$ cat config.mk
export PLATFORM = sky130hd
export DESIGN_NAME = addac_seq
export DESIGN_NICKNAME = d
export VERILOG_FILES = /design/src/rtl/addac_seq.sv
export SDC_FILE = /design/constraint.sdc
export NUM_CORES = 1
export LEC_CHECK = 0
export ABC_AREA = 1
export BUFFER_PORTS_ARGS = -buffer_cell sky130_fd_sc_hd__buf_2
export CORE_MARGIN = 2
export CORE_UTILIZATION = 35
export CTS_BUF_LIST = sky130_fd_sc_hd__clkbuf_16
export DETAILED_ROUTE_END_ITERATION = 8
export HOLD_SLACK_MARGIN = 0.05
export PLACE_DENSITY = 0.54
export SYNTH_ARGS = -nofsm -noshare
export SYNTH_HDL_FRONTEND = slang
export SYNTH_SLANG_ARGS = --single-unit
$ cat constraint.sdc
create_clock -name clk -period 2.7 [get_ports clk]
set_clock_uncertainty 0.2 [all_clocks]
set_input_delay 0.27 -clock clk [delete_from_list [all_inputs] [get_ports clk]]
set_output_delay 0.27 -clock clk [all_outputs]
set_load 0.02 [all_outputs]
$ cat src/rtl/addac_seq.sv
// Word-level sequencer and round-robin arbiter for the bit-serial add/accumulate slice.
// It streams operand and accumulator bits LSB-first over W cycles and owns the accumulator.
module addac_seq #(
  parameter int W = 8
) (
  input  logic         clk,
  input  logic         rst_n,
  input  logic [1:0]   req,
  input  logic [1:0]   op0,
  input  logic [W-1:0] opnd0,
  input  logic [1:0]   op1,
  input  logic [W-1:0] opnd1,
  output logic [1:0]   gnt,
  output logic         busy,
  output logic         done,
  output logic         done_id,
  output logic [W-1:0] acc_q,
  output logic         ovf,
  output logic         dp_a,
  output logic         dp_b,
  output logic         dp_sel0,
  output logic         dp_sel1,
  output logic         dp_cin,
  input  logic         dp_s,
  input  logic         dp_cout,
  output logic [1:0]   dbg_state
);

  localparam int CW = $clog2(W);
  localparam logic [CW-1:0] LAST = CW'(W - 1);
  localparam logic [1:0] OP_SUB = 2'b10;

  typedef enum logic [1:0] {
    S_IDLE = 2'd0,
    S_RUN  = 2'd1,
    S_DONE = 2'd2
  } state_t;

  state_t         r_state;
  state_t         w_next;
  logic [1:0]     r_op;
  logic [W-1:0]   r_opsh;
  logic [W-1:0]   r_accsh;
  logic [W-1:0]   r_acc_q;
  logic [CW-1:0]  r_cnt;
  logic           r_carry;
  logic           r_winner;
  logic           r_rr_last;
  logic           r_ovf;

  logic           w_accept;
  logic           w_last;
  logic           w_winner;
  logic [1:0]     w_op;
  logic [W-1:0]   w_opnd;

  // On a tie, serve the requester that was not served last.
  assign w_winner = (req == 2'b10) ? 1'b1 :
                    (req == 2'b01) ? 1'b0 : ~r_rr_last;
  assign w_op     = w_winner ? op1 : op0;
  assign w_opnd   = w_winner ? opnd1 : opnd0;

  assign acc_q     = r_acc_q;
  assign ovf       = r_ovf;
  assign dbg_state = r_state;

  always_ff @(posedge clk or negedge rst_n) begin
    if (!rst_n) r_state <= S_IDLE;
    else        r_state <= w_next;
  end

  always_comb begin
    w_next   = r_state;
    w_accept = 1'b0;
    w_last   = 1'b0;
    gnt      = 2'b00;
    busy     = 1'b0;
    done     = 1'b0;
    done_id  = 1'b0;
    dp_a     = 1'b0;
    dp_b     = 1'b0;
    dp_sel0  = 1'b0;
    dp_sel1  = 1'b0;
    dp_cin   = 1'b0;
    case (r_state)
      S_IDLE: begin
        if (|req) begin
          w_accept = 1'b1;
          w_next   = S_RUN;
        end
      end
      S_RUN: begin
        busy    = 1'b1;
        dp_a    = r_opsh[0];
        dp_b    = r_accsh[0];
        dp_cin  = r_carry;
        // Opcode encoding: bit 1 inverts the operand, odd parity selects the adder.
        dp_sel0 = r_op[1];
        dp_sel1 = ^r_op;
        if (r_cnt == '0) gnt = r_winner ? 2'b10 : 2'b01;
        if (r_cnt == LAST) begin
          w_last = 1'b1;
          w_next = S_DONE;
        end
      end
      S_DONE: begin
        done    = 1'b1;
        done_id = r_winner;
        w_next  = S_IDLE;
      end
      default: w_next = S_IDLE;
    endcase
  end

  always_ff @(posedge clk or negedge rst_n) begin
    if (!rst_n) begin
      r_op      <= 2'b00;
      r_opsh    <= '0;
      r_accsh   <= '0;
      r_acc_q   <= '0;
      r_cnt     <= '0;
      r_carry   <= 1'b0;
      r_winner  <= 1'b0;
      r_rr_last <= 1'b1;
      r_ovf     <= 1'b0;
    end else if (w_accept) begin
      r_op      <= w_op;
      r_opsh    <= w_opnd;
      r_accsh   <= r_acc_q;
      r_cnt     <= '0;
      r_carry   <= (w_op == OP_SUB);
      r_winner  <= w_winner;
      r_rr_last <= w_winner;
    end else if (r_state == S_RUN) begin
      r_accsh <= {dp_s, r_accsh[W-1:1]};
      r_opsh  <= {1'b0, r_opsh[W-1:1]};
      r_carry <= dp_cout;
      r_cnt   <= r_cnt + CW'(1);
      if (w_last) begin
        r_acc_q <= {dp_s, r_accsh[W-1:1]};
        r_ovf   <= dp_sel1 & (dp_cin ^ dp_cout);
      end
    end
  end

endmodule

==> impl_metrics.tcl, run 1 <==
set metrics [dict create \
    outcome "complete, no violations" \
    synth_top_family_by_area "compound AO/OA/AOI/OAI gates" \
    drt_first_iter_violations 115 \
    setup_viol 0 \
    track_usage 0.1473 \
    post-route-drc-count 0 \
    die_y_microns 75.07 \
    hold_viol 0 \
    final_cell_mix "buf_2 (46), dfrtp_1 (34), inv_1 (30), nand2_1 (30), o21ai_0 (23)" \
    critPathKind "reg2out" \
    rsz0062_at_grt "false" \
    grt_pass1_wl_mm 6.237 \
    place_congestion 0.6915 \
    synth-xor-area-share 0.004954 \
    synthesis.nets 224 \
    cts-buffers-inserted 5 \
    ctsHoldBuffers 1 \
    ioPinCount 47 \
    startpoint_type "register" \
    row_count 25 \
    dr.pass1.iters 4 \
    hp-class "in2reg" \
    cts_setup_buffers 0 \
    worstSetupEndpointType "output port" \
    clock_latency_ps 270 \
    fp.dieW_microns 75.07 \
    fmax_ghz 0.4605 \
    peakVddDrop_mv 0.3536 \
    ant_nets 0 \
    grt_max_degree 36 \
    diodes 0 \
    power.density_mw_per_mm2 1249 \
    synth_seq_area_share 0.4961 \
    finalCritPeriodShare 0.8043 \
    antenna_found_initial 0 \
    synth-seq-cells 35 \
    wl_per_cell_microns 11.71 \
    wirelength_mm 3.606 \
    crit_fanout 20 \
    place_area_sq_mm 0.001993 \
    tritoncts "built" \
    yosys.area_share.adder 0.02123 \
    max_slew.worst_pin.slew_ps 772.2 \
    cp.required_ps 2230 \
    muxShareOfSynthArea 0 \
    viasPerCell 4.653 \
    cts_root_buf "clkbuf_16" \
    post_route_cells_drive_above_1_share 0.2946 \
    fin_crit_ps 2172 \
    path_clk_slew_ps 50 \
    cap_viol_max_count 0 \
    floorplan.initialDensity 0.3694 \
    clock-sinks 35 \
    via_count 1433 \
    portBuffers 46 \
    die_area_sq_mm 0.005636 \
    synth_area_sq_mm 0.001768 \
    fin_tns_setup_ps 0 \
    syn_area_per_cell_sq_um 9.066 \
    area_growth_pct 21.30 \
    final_max_slew_viol_count 0 \
    synthSimpleGateAreaFrac 0.1522 \
    synth_cell_types 31 \
    syn_inst 195 \
    fin_area_sq_mm 0.002145 \
    synth_warnings 0 \
    layout.nets 269 \
    synth-compound-area-share 0.2081 \
    power_leakage_nw 1.106 \
    cts_buffer_depth 2 \
    crit_arrival_ps 1700 \
    h-tree-depth 2 \
    slew-limit-headroom 0.4852 \
    grt_pass1_vias 1377 \
    cts_resized 0 \
    place_hpwl_mm 2.607 \
    grt_overflow 0 \
    layout_commonest_cell "buf_2" \
    coreArea_sq_mm 0.004786 \
]
==> worst paths after layout <==
kind,cells past startpoint,end,slack (ps),start
max reg2reg,6,acc_q[1]$_DFFE_PN0P_,920,dbg_state[1]$_DFFE_PN0P_
max,6,dp_sel1,530,dbg_state[1]$_DFFE_PN0P_
min reg2reg,2,ovf$_DFFE_PN0P_,280,ovf$_DFFE_PN0P_
min in group asynchronous,2,r_winner$_DFFE_PN0P_,420,rst_n
min,3,acc_q[7]$_DFFE_PN0P_,80,dp_s
max in group asynchronous,2,r_accsh[5]$_DFFE_PN0P_,1400,rst_n
==> critical path, stage by stage (launching register included) <==
cell and delay [ps]:
dfrtp_1 390, inv_1 110, nand2_2 250, inv_2 280, o21ai_2 90, a21oi_2 130
buf_2 180
==> cells in the mapped netlist <==
cell type	count	area (sq um)
o211ai_1	5	37.54
buf_4	1	7.510
dfstp_2	1	26.28
o211ai_2	2	25.02
nor3_1	1	5.000
nor2_2	2	12.51
nand2_4	3	33.78
buf_6	5	56.30
xor2_1	1	8.760
inv_1	29	108.9
o221ai_1	3	26.28
nor4_1	2	12.51
a21oi_1	8	40.04
a22oi_1	5	37.54
inv_4	1	6.260
nand3_1	3	15.01
o21ai_1	7	35.03
buf_8	1	15.01
inv_2	1	3.750
a22o_1	1	8.760
o21ai_4	1	16.27
nor2_1	12	45.04
nand2_2	4	25.02
o21ai_2	1	8.760
dfrtp_1	34	850.8
nand2_1	30	112.6
ha_1	3	37.54
o21ai_0	23	115.1
nand3b_1	1	7.510
a21oi_2	2	17.52
buf_2	2	10.01
==> metal layers <==
| layer | up-vias | global-route usage | routed length [microns] |
|---|---|---|---|
| met1 | 660 | 0.1988 | 1735 |
| met4 | 0 | 0.04167 | 19 |
| met5 | - | 0 | 0 |
| met3 | 2 | 0.04418 | 159 |
| li1 | 742 | - | - |
| met2 | 29 | 0.2300 | 1692 |
==> sequential cells by signal (all words and copies together), names as in the netlist <==
signal     flops
r_carry        1
r_op           2
r_winner       1
dbg_state      2
r_accsh        8
r_opsh         8
acc_q          8
ovf            1
r_rr_last      1
r_cnt          3
==> final cells by class <==
| cell class | instances | area (sq um) |
|---|---|---|
| multi-input combinational | 120 | 683.2 |
| clock inverter | 3 | 16.27 |
| clock buffer | 5 | 125.1 |
| timing repair buffer | 47 | 240.2 |
| inverter | 31 | 118.9 |
| sequential | 35 | 877.1 |
| fill | 491 | 2641 |
| tap | 67 | 83.83 |
==> cells by family (layout without fill, tap and decap cells) <==
| family | Yosys count | count (layout) |
|---|---|---|
| adders and majority gates | 3 | 3 |
| buffers and inverters | 40 | 86 |
| xor gates and xnor gates | 1 | 1 |
| AOI/OAI and AO/OA | 58 | 58 |
| and+or+nand+nor | 58 | 58 |
| DFF | 35 | 35 |
==> where the power goes <==
part / switching (mW) / internal, mW
Combinational: 0.774 / 0.414
Clock: 0.202 / 0.336
Sequential: 0.157 / 0.796
Total: 1.13 / 1.55
==> metrics by stage <==
| stage | total power, mW | instances | worst slack [ps] | util | hold WS, ps |
|---|---|---|---|---|---|
| 2_1_floorplan | 1.919 | 195 | 684.5 | - | -225.6 |
| 6_report | 2.679 | 308 | 528.4 | 0.4481 | 81.48 |
| 3_3_place_gp | 2.166 | 299 | 835.5 | 0.4165 | 202.5 |
| 3_5_place_dp | 2.180 | 299 | 775.8 | 0.4165 | 196.3 |
| 4_1_cts | 2.732 | 308 | 486.5 | 0.4481 | 81.84 |
| 5_1_grt | 2.943 | 308 | 357.1 | 0.4481 | 126.7 |
Power figures use the tool's default switching activity.
==> run 2: changes to the inputs <==
==> constraint.sdc (replaced) <==
create_clock -name clk -period 2.05 [get_ports clk]
set_clock_uncertainty 0.2 [all_clocks]
set_input_delay 0.205 -clock clk [delete_from_list [all_inputs] [get_ports clk]]
set_output_delay 0.205 -clock clk [all_outputs]
set_load 0.02 [all_outputs]
==> run 2 against run 1 <==
Compared with the run above:
- final area up 2.2%
- utilization increased by 0.99 points
- sequential power increased by 32%
- largest cell class unchanged
- clock power up 29%
==> impl_metrics.tcl, run 2 (synthesis gave the netlist of run 1 again) <==
set metrics [dict create \
    fin_area_sq_mm 0.002192 \
    clock-sinks 35 \
    finalCritPeriodShare 0.8996 \
    rrSetupSlack_ps 480 \
    grt_overflow 0 \
    area_growth_pct 23.99 \
    peakVddDrop_mv 0.5586 \
    pwr-share-clk 0.195 \
    power_leakage_nw 1.132 \
    crit_start "dbg_state[1]$_DFFE_PN0P_" \
    post-route-drc-count 0 \
    post_route_cells_drive_above_1_share 0.2915 \
    cp.required_ps 1640 \
    hold_viol 0 \
    netSwitchingFraction 0.4214 \
    track_usage 0.1527 \
    wl_per_cell_microns 11.82 \
    outcome "complete, no violations" \
    crit_fanout 11 \
    diodes 0 \
    holdPathEnd "r_opsh[1]$_DFFE_PN0P_" \
    final_util 0.4580 \
    reg2regPathDepth 6 \
    via_count 1447 \
    final_cell_mix "buf_2 (46), dfrtp_1 (34), inv_1 (30), nand2_1 (30), o21ai_0 (23)" \
    timing.rr.start "dbg_state[1]$_DFFE_PN0P_" \
    min-delay-start "opnd0[1]" \
    h-tree-depth 2 \
    place_area_sq_mm 0.002016 \
    floorplan.initialDensity 0.3694 \
    cts_buffer_depth 2 \
    power_frac_comb 0.451 \
    fin_crit_ps 1844 \
    hp-class "in2reg" \
    power.density_mw_per_mm2 1620 \
    power_switching_mw 1.497 \
    grt_max_degree 23 \
    path_clk_slew_ps 50 \
    coreArea_sq_mm 0.004786 \
    clock_latency_ps 270 \
    startpoint_type "register" \
    grt_pass1_wl_mm 6.410 \
    cap_viol_max_count 0 \
    fmax_ghz 0.5422 \
    die_y_microns 75.07 \
    portBuffers 46 \
    critPathKind "reg2out" \
    crit_arrival_ps 1440 \
    wirelength_mm 3.712 \
    ioPinCount 47 \
    cts_resized 0 \
    power.internal_mw 2.055 \
    hold_ws_ps 52.30 \
    setup_viol 0 \
    antenna_found_initial 0 \
    die_area_sq_mm 0.005636 \
    dr.pass1.iters 4 \
    viasPerCell 4.608 \
    max_slew.worst_pin.slew_ps 475.9 \
    slew-limit-headroom 0.6827 \
    p_total_mw 3.551 \
    final_max_slew_viol_count 0 \
    regToRegEndpoint "r_cnt[2]$_DFFE_PN0P_" \
    place_congestion 0.7214 \
    worstSetupEndpointType "output port" \
    seq_power_share 0.354 \
    tritoncts "built" \
    row_count 25 \
    ant_nets 0 \
    layout_commonest_cell "buf_2" \
    hold_depth 3 \
    drt_first_iter_violations 55 \
    num-fill-cells 489 \
    fin_tns_setup_ps 0 \
    place_hpwl_mm 2.744 \
    layout.nets 275 \
    cts_root_buf "clkbuf_16" \
    fp.dieW_microns 75.07 \
    grt_pass1_vias 1416 \
    rsz0062_at_grt "false" \
    cts-buffers-inserted 5 \
]
[run 2: cell type report]
class / instances / area, sq um / share of cell area
clock buffers: 5 / 125.1 / 0.05708
flip-flops and latches: 35 / 877.1 / 0.4001
inverters: 31 / 118.9 / 0.05422
multi-input cells: 120 / 683.2 / 0.3116
clock inverters: 3 / 11.26 / 0.005137
repair buffers: 53 / 292.8 / 0.1336
well taps: 67 / 83.83 / 0.03824
[run 2: per-layer routing]
metal / global-route usage / share of wire / up-vias
met4: 0.06548 / 0.015 / 0
met5: 0 / 0 / -
met1: 0.1978 / 0.48 / 666
met2: 0.2446 / 0.46 / 32
met3: 0.03614 / 0.038 / 6
li1: - / - / 743
[run 2: through the flow]
| stage | setup WS (ps) | instances |
|---|---|---|
| 2_1_floorplan | 99.46 | 195 |
| 3_3_place_gp | 484.3 | 302 |
| 3_5_place_dp | 471.8 | 302 |
| 4_1_cts | 191.8 | 314 |
| 5_1_grt | 86.00 | 314 |
| 6_report | 205.7 | 314 |
[run 2: repair_timing]
item,CTS,global route
hold buffers,4,0
buffers inserted,0,0
hold endpoints to repair,21,0
setup endpoints to repair,0,0
[run 2: power groups by stage]
stage,sequential (mW),combinational (mW),clock [mW]
after floorplan,1.35,1.18,0
after global placement,1.27,1.61,0
after detailed placement,1.27,1.62,0
after CTS,1.26,1.63,0.715
after global routing,1.31,1.84,0.738
final,1.26,1.60,0.692
[run 2: critical path, cell delays in order, from the launching register on]
cell     delay [ps]
dfrtp_1         390
inv_1           100
nand2_2          80
inv_2           190
o21ai_2          90
a21oi_2         130
buf_2           190
[run 2: worst max path at each step]
stage	end	slack (ps)	cells past startpoint
4_1_cts	dp_sel1	190	6
3_3_place_gp	dp_sel1	480	6
6_report	dp_sel1	210	6
3_5_place_dp	r_cnt[2]$_DFFE_PN0P_	470	6
5_1_grt	dp_sel1	90	6
2_1_floorplan	gnt[0]	100	5
